### config.mk
export PLATFORM = sky130hd
export DESIGN_NAME = sd_word_uart_packer
export DESIGN_NICKNAME = d
export VERILOG_FILES = /design/src/rtl/sd_word_uart_packer.sv
export SDC_FILE = /design/constraint.sdc
export NUM_CORES = 1
export LEC_CHECK = 0
export BUFFER_PORTS_ARGS = -buffer_cell sky130_fd_sc_hd__buf_2
export CAP_MARGIN = 25
export CORE_AREA = 3 3 184 186
export CTS_CLUSTER_SIZE = 12
export DETAILED_ROUTE_END_ITERATION = 10
export DIE_AREA = 0 0 187 189
export HOLD_SLACK_MARGIN = 0.06
export REMOVE_ABC_BUFFERS = 1
export SYNTH_ARGS = -nofsm -noshare
export SYNTH_HDL_FRONTEND = slang
export SYNTH_SLANG_ARGS = --single-unit
### constraint.sdc
create_clock -name clk -period 3.25 [get_ports clk]
set_input_delay 0.1625 -clock clk [delete_from_list [all_inputs] [get_ports clk]]
set_output_delay 0.1625 -clock clk [all_outputs]
set_load 0.02 [all_outputs]
### src/rtl/sd_word_uart_packer.sv
// Buffers 16-bit SDRAM read words in a small FIFO and serialises each word
// into two bytes for the UART TX stage using the rdy / dout_vld handshake.
//
// state | meaning
// IDLE  | FIFO empty, waiting for a word
// POP   | head word moved into word_r
// B0    | waiting for rdy to emit the first byte
// B0_G  | guard cycle while TX drops rdy
// B1    | waiting for rdy to emit the second byte
// B1_G  | guard cycle, then next word or idle
module sd_word_uart_packer #(
  parameter int DEPTH     = 16,
  parameter int AW        = 4,
  parameter int MSB_FIRST = 1
) (
  input  logic          clk,
  input  logic          rst,
  input  logic [15:0]   din,
  input  logic          din_vld,
  input  logic          rdy,
  output logic [7:0]    dout,
  output logic          dout_vld,
  output logic [AW:0]   level,
  output logic          empty,
  output logic          full,
  output logic          ovf,
  input  logic          ovf_clr
);

  typedef enum logic [2:0] {IDLE, POP, B0, B0_G, B1, B1_G} state_t;

  localparam logic [AW:0] LVL_FULL = (AW+1)'(DEPTH);

  state_t         state, state_nxt;
  logic [15:0]    mem [DEPTH];
  logic [AW-1:0]  wr_ptr, rd_ptr;
  logic [15:0]    word_r;
  logic [7:0]     byte_first, byte_second;
  logic           pop, push, emit0, emit1;

  assign empty = (level == '0);
  assign full  = (level == LVL_FULL);
  // A pop in the same cycle frees a slot, so a full FIFO can still accept.
  assign push  = din_vld && (!full || pop);

  assign byte_first  = (MSB_FIRST != 0) ? word_r[15:8] : word_r[7:0];
  assign byte_second = (MSB_FIRST != 0) ? word_r[7:0]  : word_r[15:8];

  always_ff @(posedge clk) begin
    if (rst) state <= IDLE;
    else     state <= state_nxt;
  end

  always_comb begin
    state_nxt = state;
    pop       = 1'b0;
    emit0     = 1'b0;
    emit1     = 1'b0;
    case (state)
      IDLE: if (!empty) state_nxt = POP;
      POP: begin
        pop       = 1'b1;
        state_nxt = B0;
      end
      B0: if (rdy) begin
        emit0     = 1'b1;
        state_nxt = B0_G;
      end
      B0_G: state_nxt = B1;
      B1: if (rdy) begin
        emit1     = 1'b1;
        state_nxt = B1_G;
      end
      B1_G: state_nxt = empty ? IDLE : POP;
      default: state_nxt = IDLE;
    endcase
  end

  always_ff @(posedge clk) begin
    if (push) mem[wr_ptr] <= din;
  end

  always_ff @(posedge clk) begin
    if (rst) begin
      wr_ptr   <= '0;
      rd_ptr   <= '0;
      level    <= '0;
      ovf      <= 1'b0;
      word_r   <= '0;
      dout     <= '0;
      dout_vld <= 1'b0;
    end else begin
      if (push) wr_ptr <= wr_ptr + 1'b1;
      if (pop) begin
        rd_ptr <= rd_ptr + 1'b1;
        word_r <= mem[rd_ptr];
      end
      case ({push, pop})
        2'b10:   level <= level + 1'b1;
        2'b01:   level <= level - 1'b1;
        default: level <= level;
      endcase
      if (ovf_clr)                     ovf <= 1'b0;
      else if (din_vld && full && !pop) ovf <= 1'b1;
      dout_vld <= emit0 | emit1;
      if (emit0)      dout <= byte_first;
      else if (emit1) dout <= byte_second;
    end
  end

endmodule
==> out/qor.yml <==
timing:
  layout_min_cycle_time_ns: 2.600
  fin_crit_sh_pct: 80.01
  hold_slack_ns: 0.06987
  timing_worst_slew_pin_value_ns: 0.9522
  worst_slew_margin_rel_pct: 36.29
  finalHoldViolations: 0
  final_max_slew_viol_count: 0
  rsz_0062_raised_after_global_routing: "false"
  finClkSkew_ns: 0.01423
  max_clock_freq_mhz: 384.6
  setup_viol_count_final: 0
worst_setup_path:
  timing.setup.critical_path_class: "reg2reg"
  worst_setup_path_start_kind: "flop"
  critical_path_arrival_ns: 2.83
  cell_by_cell_listing_of_the_critical_path: "or3b_1 -> a31oi_2 -> nand2_1 -> nor2_2 -> buf_4"
  cp-end-kind: "flop"
  critical_path_peak_fanout: 16
  critPathRequiredTime_ns: 3.48
  critical_path.max_stage_delay_ns: 0.58
  crit_slowest_cell: "sky130_fd_sc_hd__or3b_1"
logic_synthesis:
  synthesis.area_um2: 11540
  postSynth.asyncResetShare_pct: 0
  syn-mean-instance-area_um2: 18.74
  ys_dominant_reg_cell: "sky130_fd_sc_hd__edfxtp_1"
  yosys.cell_types.count: 51
  yosysWarningCount: 0
  syn-instance-count: 616
  seq_area_frac_synth_pct: 73.87
  synth_edf_count: 256
  number_of_synthesized_register_bits: 298
clocking:
  cts.repair_timing.setup_buffer_count: 0
  post_cts_resize_count: 0
  cts-hold-fix-buffers: 13
  clock-sinks: 298
  worstSkewPairLatency_ns: 0.54
  clkSlewWorstSetupHoldPaths_ns: 0.06
  clock_path_buffers: 3
  clock-root-buffer: "sky130_fd_sc_hd__clkbuf_16"
  cts.htree.levels: 1
  cts_tree: "yes"
  numCtsBuffers: 31
cells_and_area:
  final_net_count: 713
  final_layout_size_suffix_gt1_share_pct: 26.38
  final_util_pct: 41.25
  antenna-diode-count: 0
  finish.cell_count_without_fillers: 1147
  area_growth_pct: 15.96
route:
  wire_per_inst_um: 22.62
  finalWirelength_um: 25940
  drt-vias-per-instance: 5.150
  initial_drt_pass_iterations: 5
  num_vias: 5907
  drc: 0
  drt_first_iter_violations: 520
  ant_nets: 0
floorplan:
  chip_height_um: 189
  design.die.area_um2: 35340
  num_rows: 66
  core_um2: 32450
  initial_utilization_pct: 35.57
  die_w_um: 187
  i_o_pin_cnt: 38
placed_design:
  dp.final_hpwl_um: 16580
  gp_routability_congestion: 0.8369
  port_buffers: 37
  dp.cells: 1081
power:
  pwr_density_cell_nw_per_um2: 688.9
  static-leakage-power_nw: 4.145
  totalPowerFinal_w: 0.009223
  peakVddDrop_v: 0.0003775
global_route:
  grt_antenna_before_repair: 0
  grt_start_max_net_pins: 68
  grt_usage_pct: 14.69
  first_pass_grt_wire_length_um: 39320
  number_of_global_route_vias_before_repair: 6074
  grt_remaining_overflow: 0
run_status:
  result_of_the_run: "completed"
run:
  max_cap_violations: 0
hold_path:
  hold_path_class: "in2reg"
## Yosys cell counts, types with 2 or more instances
cell	count	share of area [%]
sky130_fd_sc_hd__nand2b_1	2	0.11
sky130_fd_sc_hd__nor2b_1	2	0.11
sky130_fd_sc_hd__o221ai_1	9	0.68
sky130_fd_sc_hd__o21ai_0	4	0.17
sky130_fd_sc_hd__or3b_1	2	0.15
sky130_fd_sc_hd__mux2i_1	18	1.6
sky130_fd_sc_hd__a31oi_1	2	0.11
sky130_fd_sc_hd__xnor2_1	5	0.38
sky130_fd_sc_hd__nand2_1	34	1.1
sky130_fd_sc_hd__dfxtp_1	42	7.3
sky130_fd_sc_hd__edfxtp_1	256	67
sky130_fd_sc_hd__xor2_1	4	0.30
sky130_fd_sc_hd__buf_2	11	0.48
sky130_fd_sc_hd__o211ai_1	18	1.2
sky130_fd_sc_hd__ha_1	7	0.76
sky130_fd_sc_hd__a21oi_1	16	0.69
sky130_fd_sc_hd__nor2_1	29	0.94
sky130_fd_sc_hd__a22oi_1	15	0.98
sky130_fd_sc_hd__nand3b_1	2	0.13
sky130_fd_sc_hd__buf_1	5	0.16
sky130_fd_sc_hd__nor3_1	13	0.56
sky130_fd_sc_hd__a311oi_1	2	0.15
sky130_fd_sc_hd__clkbuf_1	19	0.62
sky130_fd_sc_hd__mux4_2	64	12
sky130_fd_sc_hd__or3_1	2	0.11
sky130_fd_sc_hd__inv_1	7	0.23
sky130_fd_sc_hd__nand3_1	2	0.087
## stage by stage
stage / cell area [um2] / TNS [ns] / setup WS (ns)
5_1_grt: 13390 / 0 / 0.4985
4_1_cts: 13390 / 0 / 0.6620
3_5_place_dp: 12380 / 0 / 0.6813
2_1_floorplan: 11390 / -10.48 / -0.6465
3_3_place_gp: 12370 / 0 / 0.7869
6_report: 13390 / 0 / 0.6497
## kinds of logic (layout without fill, tap and decap cells)
| family | count (synthesis) | after routing | share of synthesized area, % |
|---|---|---|---|
| and+or+nand+nor | 99 | 99 | 4.129 |
| buffers and inverters | 44 | 133 | 1.658 |
| muxes | 83 | 83 | 14.14 |
| AOI/OAI and AO/OA | 76 | 76 | 4.758 |
| xor gates and xnor gates | 9 | 9 | 0.6827 |
| DFF | 298 | 298 | 73.87 |
| adders and majority gates | 7 | 7 | 0.7586 |
## sequential cells by signal (all words and copies together), names as in the netlist
signal / count
mem: 256
dout_vld: 1
ovf: 1
dout: 8
word_r: 16
level: 5
state: 3
wr_ptr: 4
rd_ptr: 4
## final timing paths
path	from	to	slack (ns)	cells past startpoint
worst max-delay path	state[0]	mem[6][11]	0.65	5
worst min-delay path	din[3]	mem[11][3]	0.07	1
worst max register to register	state[0]	mem[6][11]	0.65	5
worst min register to register	dout[5]	dout[5]	0.45	2
## where the power goes
part	switching, W	internal (W)
logic	0.000861	0.000739
registers	0.000197	0.00433
clock network	0.00133	0.00177
total	0.00239	0.00683
## placed cells by master, fill, tap and decap left out, types with 5 or more instances in the layout
master and count:
sky130_fd_sc_hd__ha_1 7, sky130_fd_sc_hd__nor2_2 13, sky130_fd_sc_hd__xnor2_1 5, sky130_fd_sc_hd__dlygate4sd3_1 13
sky130_fd_sc_hd__clkbuf_16 31, sky130_fd_sc_hd__dfxtp_1 40, sky130_fd_sc_hd__o211ai_1 18, sky130_fd_sc_hd__mux2i_1 18
sky130_fd_sc_hd__buf_2 37, sky130_fd_sc_hd__a21oi_1 16, sky130_fd_sc_hd__inv_1 7, sky130_fd_sc_hd__a22oi_1 15
sky130_fd_sc_hd__nand2_1 34, sky130_fd_sc_hd__nor2_1 17, sky130_fd_sc_hd__nor3_2 5, sky130_fd_sc_hd__nor3_1 8
sky130_fd_sc_hd__mux4_2 64, sky130_fd_sc_hd__edfxtp_1 256, sky130_fd_sc_hd__buf_4 19, sky130_fd_sc_hd__clkbuf_1 13
sky130_fd_sc_hd__o221ai_1 9
## worst max-delay path: cells and delay by family, from the launching register on
| family | cells | cell delay, ns |
|---|---|---|
| simple gates | 3 | 1.01 |
| flops | 1 | 0.51 |
| compound gates | 1 | 0.49 |
| buf+inv | 1 | 0.27 |
## area by class of cell
class                   count  area (um2)
clock buffers              45       838.3
fillers                  2857       19070
repair buffers             72       509.2
well taps                 442       553.0
flip-flops and latches    298        8533
clock inverters             8       38.79
inverters                   8       35.03
multi-input cells         274        2880
## metal layers
layer	track usage, %	part of all wire [%]	routed length [um]	vias up
li1	-	-	-	2630
met1	20.85	45	11630	3068
met2	23.51	48	12370	171
met3	2.999	5.6	1440	38
met4	3.518	1.9	505	0
met5	0	0	0	-
No activity file was read; power rests on OpenSTA's default activity.
